$ cat config.mk
export PLATFORM = sky130hd
export DESIGN_NAME = i2s_rx_frame_ctrl_flat
export DESIGN_NICKNAME = d
export VERILOG_FILES = /design/src/rtl/i2s_rx_frame_ctrl_if.sv /design/src/rtl/i2s_rx_frame_ctrl.sv /design/src/flat_wrapper.sv
export SDC_FILE = /design/constraint.sdc
export NUM_CORES = 1
export LEC_CHECK = 0
export CAP_MARGIN = 20
export CORE_MARGIN = 2
export CORE_UTILIZATION = 48
export CTS_CLUSTER_DIAMETER = 100
export DETAILED_ROUTE_END_ITERATION = 6
export GPL_TIMING_DRIVEN = 0
export PLACE_DENSITY = 0.76
export SLEW_MARGIN = 40
export SYNTH_ARGS = -nofsm -noshare
export SYNTH_HDL_FRONTEND = slang
export SYNTH_SLANG_ARGS = --single-unit
$ cat constraint.sdc
create_clock -name sclk -period 5.9 [get_ports sclk]
set_clock_uncertainty 0.2 [all_clocks]
set_input_delay 0.885 -clock sclk [delete_from_list [all_inputs] [get_ports sclk]]
set_output_delay 0.885 -clock sclk [all_outputs]
set_load 0.01 [all_outputs]
$ cat src/rtl/i2s_rx_frame_ctrl_if.sv
// rtl/i2s_rx_frame_ctrl_if.sv - stereo frame stream between the I2S receive sequencer and the effects DSP
//
// Signals:
//   left_out, right_out  head frame samples (DATA_W each)
//   frame_valid          head frame present
//   frame_ready          consumer accepts the head frame
// Modports: master = frame producer, slave = frame consumer.
interface i2s_rx_frame_ctrl_if #(
    parameter int DATA_W = 24
) ();
    logic [DATA_W-1:0] left_out;
    logic [DATA_W-1:0] right_out;
    logic              frame_valid;
    logic              frame_ready;

    modport master (
        output left_out,
        output right_out,
        output frame_valid,
        input  frame_ready
    );

    modport slave (
        input  left_out,
        input  right_out,
        input  frame_valid,
        output frame_ready
    );
endinterface

$ cat src/rtl/i2s_rx_frame_ctrl.sv
// rtl/i2s_rx_frame_ctrl.sv - I2S receive master: lrclk generation, L/R word pairing, 2-frame FWFT buffer
//
// Ports:
//   sclk          bit clock, all logic on posedge
//   rst           synchronous active-high reset
//   enable        run frame generation and capture
//   lrclk         word select, 0 = left half, 1 = right half
//   rx_data       word from the deserializer
//   rx_dvalid     deserializer valid level; rising edge marks a new word
//   sync_err      one-cycle pulse on a channel-order violation
//   overflow_cnt  saturating count of frames dropped on a full buffer
//   frm           frame stream to the DSP (left_out, right_out, frame_valid, frame_ready)
module i2s_rx_frame_ctrl #(
    parameter int DATA_W = 24,
    parameter int SLOT_W = 32,
    parameter int OVF_W  = 8
) (
    input  logic                 sclk,
    input  logic                 rst,
    input  logic                 enable,
    output logic                 lrclk,
    input  logic [DATA_W-1:0]    rx_data,
    input  logic                 rx_dvalid,
    output logic                 sync_err,
    output logic [OVF_W-1:0]     overflow_cnt,
    i2s_rx_frame_ctrl_if.master  frm
);
    localparam int CNT_W = $clog2(2 * SLOT_W);

    typedef enum logic {
        WAIT_L,
        WAIT_R
    } state_t;

    state_t              state;
    logic [CNT_W-1:0]    cnt;
    logic [CNT_W-1:0]    cnt_nxt;
    logic                dv_q;
    logic                evt;
    logic [DATA_W-1:0]   left_q;

    logic [2*DATA_W-1:0] mem [2];
    logic                wr_ptr;
    logic                rd_ptr;
    logic [1:0]          count;
    logic                push;
    logic                pop;
    logic                full;
    logic                do_push;

    // Frame counter and word select. lrclk is derived from the next count so
    // that it always reflects the half the counter is currently in.
    always_comb begin
        cnt_nxt = cnt + CNT_W'(1);
        if (cnt == CNT_W'(2 * SLOT_W - 1)) begin
            cnt_nxt = '0;
        end
    end

    always_ff @(posedge sclk) begin
        if (rst || !enable) begin
            cnt   <= '0;
            lrclk <= 1'b0;
        end else begin
            cnt   <= cnt_nxt;
            lrclk <= (cnt_nxt >= CNT_W'(SLOT_W));
        end
    end

    // dv_q resets high so a valid level already present at reset release is
    // not mistaken for a fresh word.
    assign evt = rx_dvalid & ~dv_q & enable;

    // Channel pairing FSM; the word is tagged by the lrclk half it arrives in.
    always_ff @(posedge sclk) begin
        if (rst) begin
            state    <= WAIT_L;
            left_q   <= '0;
            sync_err <= 1'b0;
            dv_q     <= 1'b1;
        end else begin
            dv_q     <= rx_dvalid;
            sync_err <= 1'b0;
            if (!enable) begin
                state  <= WAIT_L;
                left_q <= '0;
            end else if (evt) begin
                case (state)
                    WAIT_L: begin
                        if (!lrclk) begin
                            left_q <= rx_data;
                            state  <= WAIT_R;
                        end else begin
                            sync_err <= 1'b1;
                        end
                    end
                    WAIT_R: begin
                        if (!lrclk) begin
                            // A second left word replaces the stale one.
                            left_q   <= rx_data;
                            sync_err <= 1'b1;
                        end else begin
                            state <= WAIT_L;
                        end
                    end
                    default: state <= WAIT_L;
                endcase
            end
        end
    end

    // Two-entry first-word-fall-through frame buffer.
    assign push    = evt & lrclk & (state == WAIT_R);
    assign full    = (count == 2'd2);
    assign pop     = (count != 2'd0) & frm.frame_ready;
    // A push into a full buffer is still accepted when the head leaves
    // in the same cycle.
    assign do_push = push & (~full | pop);

    always_ff @(posedge sclk) begin
        if (rst) begin
            wr_ptr       <= 1'b0;
            rd_ptr       <= 1'b0;
            count        <= 2'd0;
            overflow_cnt <= '0;
        end else begin
            if (do_push) begin
                mem[wr_ptr] <= {left_q, rx_data};
                wr_ptr      <= ~wr_ptr;
            end
            if (pop) begin
                rd_ptr <= ~rd_ptr;
            end
            count <= count + {1'b0, do_push} - {1'b0, pop};
            if (push && full && !pop && (overflow_cnt != '1)) begin
                overflow_cnt <= overflow_cnt + OVF_W'(1);
            end
        end
    end

    assign frm.frame_valid = (count != 2'd0);
    assign frm.left_out    = frm.frame_valid ? mem[rd_ptr][2*DATA_W-1:DATA_W] : '0;
    assign frm.right_out   = frm.frame_valid ? mem[rd_ptr][DATA_W-1:0]        : '0;
endmodule

$ cat src/flat_wrapper.sv
// flat-port wrapper written by rule: the top's interface ports become plain ports
module i2s_rx_frame_ctrl_flat 
#(
    parameter int DATA_W = 24,
    parameter int SLOT_W = 32,
    parameter int OVF_W  = 8
)
  (sclk, rst, enable, lrclk, rx_data, rx_dvalid, sync_err, overflow_cnt, frm_left_out, frm_right_out, frm_frame_valid, frm_frame_ready);
  i2s_rx_frame_ctrl_if #(.DATA_W(DATA_W)) frm_i ();
  input  logic sclk;
  input  logic rst;
  input  logic enable;
  output logic lrclk;
  input  logic [DATA_W-1:0] rx_data;
  input  logic rx_dvalid;
  output logic sync_err;
  output logic [OVF_W-1:0] overflow_cnt;
  output wire logic [$bits(frm_i.left_out)-1:0] frm_left_out;
  output wire logic [$bits(frm_i.right_out)-1:0] frm_right_out;
  output wire logic [$bits(frm_i.frame_valid)-1:0] frm_frame_valid;
  input wire logic [$bits(frm_i.frame_ready)-1:0] frm_frame_ready;
  assign frm_left_out = frm_i.left_out;
  assign frm_right_out = frm_i.right_out;
  assign frm_frame_valid = frm_i.frame_valid;
  assign frm_i.frame_ready = frm_frame_ready;
  i2s_rx_frame_ctrl #(.DATA_W(DATA_W), .SLOT_W(SLOT_W), .OVF_W(OVF_W)) u_core (.sclk(sclk), .rst(rst), .enable(enable), .lrclk(lrclk), .rx_data(rx_data), .rx_dvalid(rx_dvalid), .sync_err(sync_err), .overflow_cnt(overflow_cnt), .frm(frm_i));
endmodule
==> key figures <==
Detailed routing
  – Post-route ant nets: 0
  – Via Count: 3,582
  – Starting DRT DRC Count: 153
  – 1st-pass router iterations: 4
  – WL final: 11,300 um
  – DR vias/cell: 5.20
  – DRC viols: 0
  – WL/cell: 16.4 um

Floorplanning
  – Area of the die: 12,100 um^2
  – Die W: 110 um
  – Die Span Y: 110 um
  – Starting Density: 0.495
  – # IOs: 88
  – # rows: 38
  – Core area: 10,900 um^2

Clock network
  – H-tree levels: 4
  – Clock sinks: 143
  – Postcts setup bufs: 0
  – Post_cts resized: 0
  – Root buffer cell: clkbuf_16
  – CTS max path bufs: 2
  – Hold Buf Count CTS: 0
  – Clk slew on worst S/H paths: 0.06 ns
  – CTS tree: built
  – Clock buffer count from CTS: 17
  – Worst skew pair latency: 0.41 ns

Cells and area
  – Fin util: 0.650
  – Share of cells above drive strength 1: 0.113
  – Final std cells w/o fill: 689
  – Commonest non-fill, non-tap cell in the layout: edfxtp_1
  – Ant diodes: 0
  – Most frequent cells in the layout: edfxtp_1 (96), clkdlybuf4s50_1 (86), nor2_1 (64), nand2_1 (51), mux2i_1 (49)
  – Syn-to-layout area delta: 31.5%
  – Final #Nets: 569

Setup path
  – Critical Path Start: u_core.count[1]$_SDFF_PP0_
  – Crit Reg-Reg Startpoint: u_core.dv_q$_SDFF_PP1_
  – Required @ worst endpoint: 4.82 ns
  – Data arrival, critical path: 2.60 ns
  – CP max FO: 10
  – Worst setup path class: reg2out
  – CP startpoint kind: register
  – CP Capture Type: output pin

STA
  – Worst Slack Setup Final: 2.21 ns
  – Final setup fails: 0
  – RSZ-0062 raised after global routing: no
  – Final min period: 3.69 ns
  – Fmax: 271 MHz
  – Slew Limit Fails: 0
  – Hold Slack: 0.256 ns
  – Worst-margin pin slew: 0.622 ns
  – Final Hold Viols: 0
  – Period utilisation layout: 0.625
  – Sum Neg Setup Slack: 0 ns
  – Worst slew margin: 0.585

Place
  – Gpl congestion: 0.774
  – Post-DP HPWL: 7760 um
  – Dpl ws: 2.13 ns
  – Placed insts: 657
  – # port buffers: 86

Power
  – Clock network power share: 0.419
  – NetSw: 0.554 mW
  – Sequential Power Share: 0.447
  – Static leakage: 2.36 nW
  – Internal power: 1.85 mW
  – Peak supply drop: 199 uV
  – Switching Fraction: 0.230
  – Comb power frac: 0.134
  – Power Density: 338 nW/um^2

Min path
  – Hold Crit Class: reg2reg
  – Hold path start: u_core.left_q[1]$_SDFFE_PP0P_

Synth
  – Seq/Total Area, Yosys: 0.707
  – Synth unique cells: 34
  – Synthesized area per cell: 13.0 um^2
  – Net count after synthesis: 450
  – Synth Instances: 417
  – Netlist Area Pre-Place: 5410 um^2
  – Register bit total from synthesis: 143
  – Yosys warning count: 0

GRT
  – Grt ovf: 0
  – Initial antenna violation count: 0
  – GR Util All Layers: 0.201
  – Vias in the first global route: 3,732
  – Pin count of the biggest net entering global routing: 17
  – Wire length of the first global-routing pass: 17,900 um

Status
  – Status: finished clean

Job
  – Max Cap Viol: 0
==> state kept, by name, indices dropped and copies added, names as in the netlist, named ones only <==
| register | flops |
|---|---|
| u_core.rd_ptr | 1 |
| u_core.mem | 96 |
| u_core.cnt | 6 |
| u_core.state | 1 |
| u_core.dv_q | 1 |
| u_core.overflow_cnt | 8 |
| u_core.lrclk | 1 |
| u_core.wr_ptr | 1 |
| u_core.count | 2 |
| u_core.left_q | 24 |
| u_core.sync_err | 1 |
==> worst paths after layout <==
check | depth (start not counted) | endpoint | slack, ns
worst max-delay path | 5 | frm_left_out[12] | 2.21
worst max register to register | 6 | u_core.mem[1][23]$_DFFE_PP_ | 3.16
worst min-delay path | 0 | u_core.mem[0][25]$_DFFE_PP_ | 0.26
worst min register to register | 0 | u_core.mem[0][25]$_DFFE_PP_ | 0.26
==> stage by stage <==
stage	power, mW	instance area [um^2]
floorplan	1.26	5410
global placement	1.41	6450
detailed placement	1.42	6540
CTS	2.42	7110
global route	2.48	7110
finish	2.41	7110
==> cells by family after synthesis <==
kind of cell,count (synthesis),share of synthesized area
DFF,143,0.707
and+or+nand+nor,143,0.113
muxes,49,0.0907
xor gates and xnor gates,10,0.0162
adders and majority gates,4,0.00925
AOI/OAI and AO/OA,40,0.0414
buffers and inverters,28,0.0231
==> cells in the mapped netlist <==
cell,n,area [um^2]
nand2_1,51,191
xor2_1,5,43.8
buf_1,2,7.51
nor2b_1,1,6.26
and3_1,1,6.26
or3_1,5,31.3
clkbuf_1,9,33.8
mux2i_1,49,490
inv_1,6,22.5
dfxtp_1,47,941
nor3b_1,1,7.51
and4b_1,1,10.0
nand3_1,6,30.0
ha_1,4,50.1
nand2b_1,1,6.26
a211o_1,1,8.76
nor4_1,1,6.26
nor3_1,2,10.0
o211ai_2,1,12.5
o31a_2,1,10.0
nand4_1,3,18.8
edfxtp_1,96,2880
xnor2_1,5,43.8
or2_2,2,12.5
o21bai_1,1,7.51
buf_2,10,50.1
nor2_1,64,240
o21ai_0,5,25.0
and4bb_2,1,12.5
nand3b_1,1,7.51
o21ba_2,1,10.0
and2_1,2,12.5
a21oi_1,30,150
buf_6,1,11.3
==> power by group through the flow <==
| stage | logic [mW] | registers [mW] | clock network (mW) |
|---|---|---|---|
| final | 0.322 | 1.08 | 1.01 |
| after global routing | 0.347 | 1.08 | 1.06 |
| after CTS | 0.325 | 1.08 | 1.02 |
| after detailed placement | 0.322 | 1.10 | 0 |
| after global placement | 0.317 | 1.10 | 0 |
| after floorplan | 0.164 | 1.10 | 0 |
==> cell type report <==
| cell class | count | area, um^2 |
|---|---|---|
| tap | 140 | 175 |
| clock buffer | 22 | 487 |
| timing repair buffer | 100 | 948 |
| buffer | 22 | 103 |
| clock inverter | 10 | 82.6 |
| multi-input combinational | 246 | 1470 |
| fill | 836 | 3820 |
| sequential | 143 | 3820 |
| inverter | 6 | 22.5 |
==> layer usage <==
| metal | vias to the layer above | global-route usage | share of wire |
|---|---|---|---|
| met4 | 0 | 0.0866 | 0.024 |
| li1 | 1704 | - | - |
| met3 | 21 | 0.0629 | 0.055 |
| met5 | - | 0 | 0 |
| met1 | 1750 | 0.232 | 0.41 |
| met2 | 107 | 0.344 | 0.51 |
==> worst max-delay path, stage by stage (launching register included) <==
cell and delay [ns]:
dfxtp_1 0.35, nor2_1 0.31, clkbuf_1 0.43, clkbuf_1 0.44, nor2_1 0.15, clkdlybuf4s50_1 0.51
Note: power is estimated with default switching activity, not from simulation.
